**config.mk**
```make
export PLATFORM = sky130hd
export DESIGN_NAME = mem_arbiter_flat
export DESIGN_NICKNAME = d
export VERILOG_FILES = /design/src/rtl/mem_arbiter_if.sv /design/src/rtl/mem_arbiter.sv /design/src/flat_wrapper.sv
export SDC_FILE = /design/constraint.sdc
export NUM_CORES = 1
export LEC_CHECK = 0
export ABC_AREA = 1
export CAP_MARGIN = 20
export CELL_PAD_IN_SITES_DETAIL_PLACEMENT = 0
export CELL_PAD_IN_SITES_GLOBAL_PLACEMENT = 1
export CORE_ASPECT_RATIO = 1.1
export CORE_MARGIN = 3
export CORE_UTILIZATION = 10
export CTS_CLUSTER_SIZE = 20
export DETAILED_ROUTE_END_ITERATION = 8
export GPL_ROUTABILITY_DRIVEN = 0
export HOLD_SLACK_MARGIN = 0.03
export PLACE_DENSITY_LB_ADDON = 0.08
export SLEW_MARGIN = 10
export SYNTH_ARGS = -nofsm -noshare
export SYNTH_HDL_FRONTEND = slang
export SYNTH_SLANG_ARGS = --single-unit
```
**constraint.sdc**
```tcl
create_clock -name clk -period 1.85 [get_ports clk]
set_clock_uncertainty 0.2 [all_clocks]
set_input_delay 0.2775 -clock clk [delete_from_list [all_inputs] [get_ports clk]]
set_output_delay 0.2775 -clock clk [all_outputs]
set_load 0.05 [all_outputs]
```
**src/rtl/mem_arbiter_if.sv**
```systemverilog
// Bus bundle between the fetch/load-store requesters, the arbiter and the
// shared single-port memory.
interface mem_arbiter_if;
  logic        i_req;
  logic [31:0] i_addr;
  logic        i_ready;
  logic        i_rvalid;
  logic [31:0] i_rdata;
  logic        i_err;

  logic        d_req;
  logic        d_we;
  logic [31:0] d_addr;
  logic [31:0] d_wdata;
  logic [3:0]  d_wstrb;
  logic        d_ready;
  logic        d_rvalid;
  logic [31:0] d_rdata;
  logic        d_err;

  logic        m_en;
  logic        m_we;
  logic [3:0]  m_wstrb;
  logic [29:0] m_addr;
  logic [31:0] m_wdata;
  logic [31:0] m_rdata;

  // Arbiter side: takes requests and memory read data, drives everything else.
  modport slave (
    input  i_req, i_addr, d_req, d_we, d_addr, d_wdata, d_wstrb, m_rdata,
    output i_ready, i_rvalid, i_rdata, i_err,
    output d_ready, d_rvalid, d_rdata, d_err,
    output m_en, m_we, m_wstrb, m_addr, m_wdata
  );

  // Requester/memory side: the mirror image of the arbiter view.
  modport master (
    output i_req, i_addr, d_req, d_we, d_addr, d_wdata, d_wstrb, m_rdata,
    input  i_ready, i_rvalid, i_rdata, i_err,
    input  d_ready, d_rvalid, d_rdata, d_err,
    input  m_en, m_we, m_wstrb, m_addr, m_wdata
  );
endinterface

```
**src/rtl/mem_arbiter.sv**
```systemverilog
// Round-robin arbiter sharing one single-port synchronous memory between the
// instruction-fetch and load/store ports, with range checking and grant counters.
module mem_arbiter #(
  parameter int MEM_WORDS = 4096,
  parameter int CNT_W     = 16
) (
  input  logic          clk,
  input  logic          reset_n,
  mem_arbiter_if.slave  bus
);

  logic [29:0] i_word, d_word;
  logic        i_oor, d_oor;
  logic        grant_i, grant_d;
  logic        last_grant_d;

  logic        resp_valid_p1;
  logic        resp_port_d_p1;
  logic        resp_err_p1;
  logic        resp_is_write_p1;

  logic [CNT_W-1:0] i_grant_cnt;
  logic [CNT_W-1:0] d_grant_cnt;

  logic resp_i, resp_d, rdata_ok;
  logic unused_addr_bits;

  function automatic logic out_of_range(input logic [29:0] word);
    return {2'b00, word} >= 32'(MEM_WORDS);
  endfunction

  function automatic logic [CNT_W-1:0] sat_inc(input logic [CNT_W-1:0] cnt);
    return (&cnt) ? cnt : cnt + CNT_W'(1);
  endfunction

  assign i_word = bus.i_addr[31:2];
  assign d_word = bus.d_addr[31:2];
  assign i_oor  = out_of_range(i_word);
  assign d_oor  = out_of_range(d_word);
  assign unused_addr_bits = ^{bus.i_addr[1:0], bus.d_addr[1:0]};

  // On a tie the port that did not win the last accept goes next.
  assign grant_i = bus.i_req & (~bus.d_req | last_grant_d);
  assign grant_d = bus.d_req & ~grant_i;

  assign bus.i_ready = grant_i;
  assign bus.d_ready = grant_d;

  // ---- p0: accept cycle, drive memory for the winner ----
  always_comb begin
    bus.m_en    = 1'b0;
    bus.m_we    = 1'b0;
    bus.m_wstrb = 4'b0000;
    bus.m_addr  = '0;
    bus.m_wdata = '0;
    if (grant_i && !i_oor) begin
      bus.m_en   = 1'b1;
      bus.m_addr = i_word;
    end else if (grant_d && !d_oor) begin
      bus.m_en    = 1'b1;
      bus.m_addr  = d_word;
      bus.m_we    = bus.d_we;
      bus.m_wstrb = bus.d_we ? bus.d_wstrb : 4'b0000;
      bus.m_wdata = bus.d_wdata;
    end
  end

  always_ff @(posedge clk) begin
    if (!reset_n) begin
      resp_valid_p1 <= 1'b0;
      last_grant_d  <= 1'b1;
      i_grant_cnt   <= '0;
      d_grant_cnt   <= '0;
    end else begin
      resp_valid_p1 <= grant_i | grant_d;
      if (grant_i) begin
        last_grant_d <= 1'b0;
        i_grant_cnt  <= sat_inc(i_grant_cnt);
      end
      if (grant_d) begin
        last_grant_d <= 1'b1;
        d_grant_cnt  <= sat_inc(d_grant_cnt);
      end
    end
  end

  // Response attributes are qualified by resp_valid_p1, so they need no reset.
  always_ff @(posedge clk) begin
    resp_port_d_p1   <= grant_d;
    resp_err_p1      <= grant_d ? d_oor : i_oor;
    resp_is_write_p1 <= grant_d & bus.d_we;
  end

  // ---- p1: response cycle, memory read data passes straight through ----
  assign resp_i   = resp_valid_p1 & ~resp_port_d_p1;
  assign resp_d   = resp_valid_p1 &  resp_port_d_p1;
  assign rdata_ok = ~resp_err_p1 & ~resp_is_write_p1;

  assign bus.i_rvalid = resp_i;
  assign bus.i_err    = resp_i & resp_err_p1;
  assign bus.i_rdata  = (resp_i & rdata_ok) ? bus.m_rdata : '0;

  assign bus.d_rvalid = resp_d;
  assign bus.d_err    = resp_d & resp_err_p1;
  assign bus.d_rdata  = (resp_d & rdata_ok) ? bus.m_rdata : '0;

endmodule

```
**src/flat_wrapper.sv**
```systemverilog
// flat-port wrapper written by rule: the top's interface ports become plain ports
module mem_arbiter_flat 
#(
  parameter int MEM_WORDS = 4096,
  parameter int CNT_W     = 16
)
  (clk, reset_n, bus_i_req, bus_i_addr, bus_d_req, bus_d_we, bus_d_addr, bus_d_wdata, bus_d_wstrb, bus_m_rdata, bus_i_ready, bus_i_rvalid, bus_i_rdata, bus_i_err, bus_d_ready, bus_d_rvalid, bus_d_rdata, bus_d_err, bus_m_en, bus_m_we, bus_m_wstrb, bus_m_addr, bus_m_wdata);
  mem_arbiter_if bus_i ();
  input  logic clk;
  input  logic reset_n;
  input wire logic [$bits(bus_i.i_req)-1:0] bus_i_req;
  input wire logic [$bits(bus_i.i_addr)-1:0] bus_i_addr;
  input wire logic [$bits(bus_i.d_req)-1:0] bus_d_req;
  input wire logic [$bits(bus_i.d_we)-1:0] bus_d_we;
  input wire logic [$bits(bus_i.d_addr)-1:0] bus_d_addr;
  input wire logic [$bits(bus_i.d_wdata)-1:0] bus_d_wdata;
  input wire logic [$bits(bus_i.d_wstrb)-1:0] bus_d_wstrb;
  input wire logic [$bits(bus_i.m_rdata)-1:0] bus_m_rdata;
  output wire logic [$bits(bus_i.i_ready)-1:0] bus_i_ready;
  output wire logic [$bits(bus_i.i_rvalid)-1:0] bus_i_rvalid;
  output wire logic [$bits(bus_i.i_rdata)-1:0] bus_i_rdata;
  output wire logic [$bits(bus_i.i_err)-1:0] bus_i_err;
  output wire logic [$bits(bus_i.d_ready)-1:0] bus_d_ready;
  output wire logic [$bits(bus_i.d_rvalid)-1:0] bus_d_rvalid;
  output wire logic [$bits(bus_i.d_rdata)-1:0] bus_d_rdata;
  output wire logic [$bits(bus_i.d_err)-1:0] bus_d_err;
  output wire logic [$bits(bus_i.m_en)-1:0] bus_m_en;
  output wire logic [$bits(bus_i.m_we)-1:0] bus_m_we;
  output wire logic [$bits(bus_i.m_wstrb)-1:0] bus_m_wstrb;
  output wire logic [$bits(bus_i.m_addr)-1:0] bus_m_addr;
  output wire logic [$bits(bus_i.m_wdata)-1:0] bus_m_wdata;
  assign bus_i.i_req = bus_i_req;
  assign bus_i.i_addr = bus_i_addr;
  assign bus_i.d_req = bus_d_req;
  assign bus_i.d_we = bus_d_we;
  assign bus_i.d_addr = bus_d_addr;
  assign bus_i.d_wdata = bus_d_wdata;
  assign bus_i.d_wstrb = bus_d_wstrb;
  assign bus_i.m_rdata = bus_m_rdata;
  assign bus_i_ready = bus_i.i_ready;
  assign bus_i_rvalid = bus_i.i_rvalid;
  assign bus_i_rdata = bus_i.i_rdata;
  assign bus_i_err = bus_i.i_err;
  assign bus_d_ready = bus_i.d_ready;
  assign bus_d_rvalid = bus_i.d_rvalid;
  assign bus_d_rdata = bus_i.d_rdata;
  assign bus_d_err = bus_i.d_err;
  assign bus_m_en = bus_i.m_en;
  assign bus_m_we = bus_i.m_we;
  assign bus_m_wstrb = bus_i.m_wstrb;
  assign bus_m_addr = bus_i.m_addr;
  assign bus_m_wdata = bus_i.m_wdata;
  mem_arbiter #(.MEM_WORDS(MEM_WORDS), .CNT_W(CNT_W)) u_core (.clk(clk), .reset_n(reset_n), .bus(bus_i));
endmodule
```
==> flow_metrics.py, run 1 <==
metrics = {
    "status": {
        "status": "finished, violations left",
        "violations": "setup timing",
    },
    "yosys": {
        "synth_xor_area_share_pct": 0,
        "muxShareOfSynthArea_pct": 0,
        "synth_compound_area_share_pct": 3.09,
        "yosys.area_share.simple_pct": 53.9,
        "ys.flop_type": "dfxtp_1",
        "synth_edf_count": 0,
        "ys_ff_latch": 5,
        "ys_async_sr_fraction_pct": 0,
        "yosysWarnings": 0,
        "synth_top_cell_area_share_pct": 29.7,
        "synthAdderAreaFrac_pct": 0,
        "yosys-top-cells-count": "nor2_1, inv_1, nand2_1, buf_4, nand3_1",
        "synth_area_leaders": "nor2_1, inv_1, buf_4, dfxtp_1, nand2_1",
        "yosysSeqAreaShare_pct": 7.06,
        "synth_top_cell_by_area": "nor2_1",
        "synth_top_family_by_area": "simple AND/OR/NAND/NOR gates",
        "netlist_area_sq_mm": 0.00142,
        "yosysMostFrequentCell": "nor2_1",
        "synth.distinct_cells": 20,
        "netlist_instances": 301,
        "syn_avg_cell_area_sq_um": 4.71,
    },
    "routing": {
        "vias": 2753,
        "first_pass_iters": 2,
        "ant_nets": 0,
        "drt_iter0_drc": 41,
        "wl_per_cell_microns": 13.6,
        "drcViolationCount": 0,
        "drt-total-wl_microns": 10400,
        "via_per_inst": 3.58,
    },
    "clock_network": {
        "cts-root-buf": "clkbuf_16",
        "cts.path.max_buffers": 2,
        "cts_tree": "done",
        "cts_sinks": 5,
        "clk_latency_ns": 0.23,
        "clkTransAtPathRegs_ns": 0.03,
        "ctsHoldBuffers": 0,
        "cts_buffers": 3,
        "htreeDepth": 1,
    },
    "sta": {
        "fin_ws_ns": -0.149,
        "setup_viol": 96,
        "rsz0062_at_grt": "true",
        "max_freq_mhz": 500,
        "min_period_ns": 2.00,
        "whs_ns": 0.242,
        "finalMaxSlewViolations": 0,
        "hold_viol_final": 0,
        "min_period_over_period_pct": 108,
    },
    "placement": {
        "dp.cells": 740,
        "hpwl_microns": 8190,
        "place.port_buffers": 252,
    },
    "pwr": {
        "p_leak_nw": 2.80,
        "pwr_density_cell_mw_per_mm2": 157,
        "ir_worst_vdd_uv": 128,
    },
    "flow_run": {
        "drv_cap": 0,
    },
    "final_layout": {
        "area_growth_pct": 379,
        "fillers": 1319,
        "n_antenna_cell": 0,
        "final_cells": 768,
        "nNetsFinal": 718,
        "final_layout_size_suffix_gt1_share_pct": 53.8,
    },
    "floorplanning": {
        "dieArea_sq_mm": 0.0156,
        "io_pins": 275,
        "fp.dieW_microns": 120,
        "core_area_sq_mm": 0.0139,
        "die_h_microns": 131,
        "start_util_pct": 10.2,
        "row_count": 45,
    },
    "global_route": {
        "grt_overflow": 0,
        "grt_pass1_vias": 2896,
        "grt_max_degree": 15,
        "antenna_found_initial": 0,
        "grt_pass1_wl_microns": 15600,
        "grt_usage_pct": 12.6,
    },
    "setup_path": {
        "path_max_fanout": 9,
        "critPathLaunch": "u_core.last_grant_d",
        "crit_path_start_kind": "flop",
        "crit_type": "reg2out",
        "r2r_start": "u_core.last_grant_d",
        "reg2reg_depth": 8,
        "endpoint_kind": "output pin",
        "crit_arrival_ns": 1.52,
        "crit_required_ns": 1.37,
    },
    "hold_path": {
        "hp-class": "in2reg",
        "holdPathStages": 3,
        "hold_start": "bus_d_req",
    },
}
-- per-stage QoR --
step	cell area [sq um]	worst slack (ns)	TNS, ns	utilization [%]	total power, mW
2_1_floorplan	2240	-0.190	-3.82	-	0.384
3_3_place_gp	6030	-0.400	-17.31	43.5	0.690
3_5_place_dp	6030	-0.404	-16.93	43.5	0.696
4_1_cts	6780	-0.232	-11.92	48.9	1.06
5_1_grt	6790	-0.238	-15.31	49.0	1.12
6_report	6790	-0.149	-7.24	49.0	1.07
-- path summary, 6_finish.rpt --
check	end	slack, ns
worst min register to register	u_core.last_grant_d	0.33
worst max-delay path	bus_m_wdata[23]	-0.15
worst max register to register	u_core.resp_err_p1	0.26
worst min-delay path	u_core.resp_valid_p1	0.24
-- power breakdown --
| part | internal (mW) | total, mW | switching (mW) |
|---|---|---|---|
| combinational | 0.303 | 0.593 | 0.290 |
| sequential | 0.114 | 0.120 | 0.00514 |
| clock | 0.285 | 0.354 | 0.0685 |
| total | 0.703 | 1.07 | 0.364 |
-- worst max-delay path, cell delays in order, from the launching register on --
cell,delay [ns]
dfxtp_1,0.30
inv_2,0.08
a21oi_4,0.06
nor2_4,0.11
nand3_4,0.14
buf_12,0.17
buf_12,0.15
nor2_4,0.13
buf_12,0.14
-- layout by cell type, fill, tap and decap left out, drive strengths merged, types with 2 or more instances in the layout --
cell,count
buf,167
clkbuf,5
clkdlybuf4s15,27
clkdlybuf4s50,94
conb,18
dfxtp,5
dlygate4sd2,2
inv,76
nand2,24
nand3,16
nand4,12
nor2,122
nor3,5
-- metal layers --
layer | global-route usage (%) | routed length, microns | up-vias
li1 | - | - | 1397
met5 | 0 | 0 | -
met2 | 25.0 | 5770 | 162
met4 | 2.22 | 65 | 0
met3 | 4.82 | 1230 | 4
met1 | 12.6 | 3350 | 1190
-- area by class of cell --
cell class,instances,area [sq um],area share (%)
Inverter,77,293,4.31
Multi-Input combinational cell,203,1780,26.3
Clock buffer,4,78.8,1.16
Tap cell,188,235,3.46
Sequential cell,5,105,1.55
Timing Repair Buffer,291,4290,63.2
-- flip-flops by register name (all words and copies together) (netlist names) --
| signal | count |
|---|---|
| u_core.resp_is_write_p1 | 1 |
| u_core.resp_port_d_p1 | 1 |
| u_core.resp_err_p1 | 1 |
| u_core.resp_valid_p1 | 1 |
| u_core.last_grant_d | 1 |
-- kinds of logic after synthesis --
kind of cell	Yosys count
and+or+nand+nor	180
buffers and inverters	110
AOI/OAI and AO/OA	5
DFF	5
other	1
-- repair_timing --
item,in CTS,in global routing
setup endpoints to repair,115,114
setup buffers,15,5
pin swaps,35,30
gates resized for setup,156,41
gates cloned,12,0
No activity file was read; power rests on OpenSTA's default activity.
==> run 2, diff against run 1 <==
==> constraint.sdc (replaced) <==
create_clock -name clk -period 1.88 [get_ports clk]
set_clock_uncertainty 0.2 [all_clocks]
set_input_delay 0.282 -clock clk [delete_from_list [all_inputs] [get_ports clk]]
set_output_delay 0.282 -clock clk [all_outputs]
set_load 0.05 [all_outputs]
==> flow_metrics.py, run 2 (synthesis gave the netlist of run 1 again) <==
metrics = {
    "routing": {
        "drcViolationCount": 0,
        "vias": 2819,
        "wl_per_cell_microns": 13.9,
        "first_pass_iters": 2,
        "ant_nets": 0,
        "via_per_inst": 3.65,
        "drt_iter0_drc": 36,
        "drt-total-wl_microns": 10700,
    },
    "clock_network": {
        "cts_sinks": 5,
        "clk_latency_ns": 0.23,
        "cts-root-buf": "clkbuf_16",
        "htreeDepth": 1,
        "clkTransAtPathRegs_ns": 0.03,
        "cts.path.max_buffers": 2,
        "cts_buffers": 3,
        "cts_tree": "done",
    },
    "setup_path": {
        "crit_path_start_kind": "flop",
        "cpMostUsedCell": "buf_12",
        "cp_slowest_stage_delay_ns": 0.30,
        "cpLargestDelayFamily": "buffers and inverters",
        "endpoint_kind": "output pin",
        "crit_buf_inv": 4,
        "critPathLaunch": "u_core.last_grant_d",
        "path_max_fanout": 5,
        "crit_type": "reg2out",
        "r2r_start": "u_core.last_grant_d",
        "crit_arrival_ns": 1.53,
        "crit_required_ns": 1.40,
        "cp_slowest_cell": "dfxtp_1",
        "crit_chain": "inv_2 -> a21oi_4 -> nor2_4 -> nand3_4 -> buf_12 -> buf_12 -> nor3_4 -> buf_12",
    },
    "final_layout": {
        "area_growth_pct": 379,
        "nNetsFinal": 722,
        "seqCellArea_sq_um": 105,
        "fillers": 1347,
        "layout_common_cells": "buf_12, nor2_4, clkdlybuf4s50_1",
        "multi_input_area_sq_mm": 0.00178,
        "final_common_cell": "buf_12",
        "n_antenna_cell": 0,
        "final_cells": 772,
        "final_layout_size_suffix_gt1_share_pct": 54.6,
    },
    "sta": {
        "tns_ns": -3.52,
        "setup_viol": 39,
        "min_period_ns": 2.01,
        "min_period_over_period_pct": 107,
        "finalMaxSlewViolations": 0,
        "hold_viol_final": 0,
        "max_freq_mhz": 497,
        "rsz0062_at_grt": "true",
        "fin_ws_ns": -0.130,
    },
    "hold_path": {
        "hp-class": "in2reg",
        "hold_start": "bus_d_req",
    },
    "floorplanning": {
        "start_util_pct": 10.2,
        "core_area_sq_mm": 0.0139,
        "dieArea_sq_mm": 0.0156,
        "io_pins": 275,
        "row_count": 45,
        "die_h_microns": 131,
        "fp.dieW_microns": 120,
    },
    "status": {
        "status": "finished, violations left",
        "violations": "setup timing",
    },
    "global_route": {
        "grt_pass1_vias": 2998,
        "grt_max_degree": 17,
        "grt_pass1_wl_microns": 15900,
        "grt_overflow": 0,
        "grt_usage_pct": 12.8,
        "antenna_found_initial": 0,
    },
    "pwr": {
        "ir_worst_vdd_uv": 230,
        "p_leak_nw": 2.82,
        "pwr_density_cell_mw_per_mm2": 154,
    },
    "placement": {
        "dp.cells": 743,
        "place.port_buffers": 252,
        "hpwl_microns": 8660,
        "pre_cts_slack_ns": -0.452,
    },
    "flow_run": {
        "drv_cap": 0,
    },
}
run 2: repair_timing:
action,CTS,global route
cloned,10,1
resized for setup,164,34
buffers inserted,12,6
hold buffers,0,0
pin swaps,46,31
setup endpoints to repair,114,110
run 2: cell type report:
class                           instances  area share, %
Tap cell                              188           3.47
Inverter                               77           4.31
Sequential cell                         5           1.55
Timing Repair Buffer                  295           63.3
Clock buffer                            4           1.16
Multi-Input combinational cell        203           26.2
run 2: worst reg2reg max path, stage by stage, from the launching register on:
cell      delay (ns)
dfxtp_1         0.30
inv_2           0.08
a21oi_4         0.07
nor2_4          0.13
nand3_4         0.12
buf_4           0.16
buf_4           0.12
buf_4           0.12
a21boi_0        0.11
run 2: worst paths after layout:
| check | endpoint | slack, ns | cells after the start |
|---|---|---|---|
| worst min-delay path | u_core.resp_valid_p1 | 0.25 | 3 |
| worst max register to register | u_core.resp_err_p1 | 0.36 | 8 |
| worst min register to register | u_core.last_grant_d | 0.34 | 2 |
| worst max-delay path | bus_m_wstrb[3] | -0.13 | 8 |
run 2: per-layer routing:
metal / GRT usage, % / share of wire, %
met4: 2.56 / 0.92
met5: 0 / 0
met2: 26.1 / 56
met1: 12.1 / 31
met3: 5.25 / 12
run 2: where the power goes:
| part | switching (mW) | internal, mW | total, mW |
|---|---|---|---|
| Combinational | 0.290 | 0.289 | 0.579 |
| Clock | 0.0673 | 0.281 | 0.348 |
| Sequential | 0.00580 | 0.113 | 0.118 |
run 2: per-stage QoR:
stage / hold WS (ns) / utilization (%) / instance area (sq um) / total power, mW
finish: 0.245 / 49.0 / 6790 / 1.05
global route: 0.269 / 49.0 / 6790 / 1.10
CTS: 0.321 / 48.6 / 6730 / 1.05
detailed placement: 0.378 / 43.4 / 6010 / 0.690
global placement: 0.361 / 43.4 / 6010 / 0.683
floorplan: 0.180 / - / 2130 / 0.375
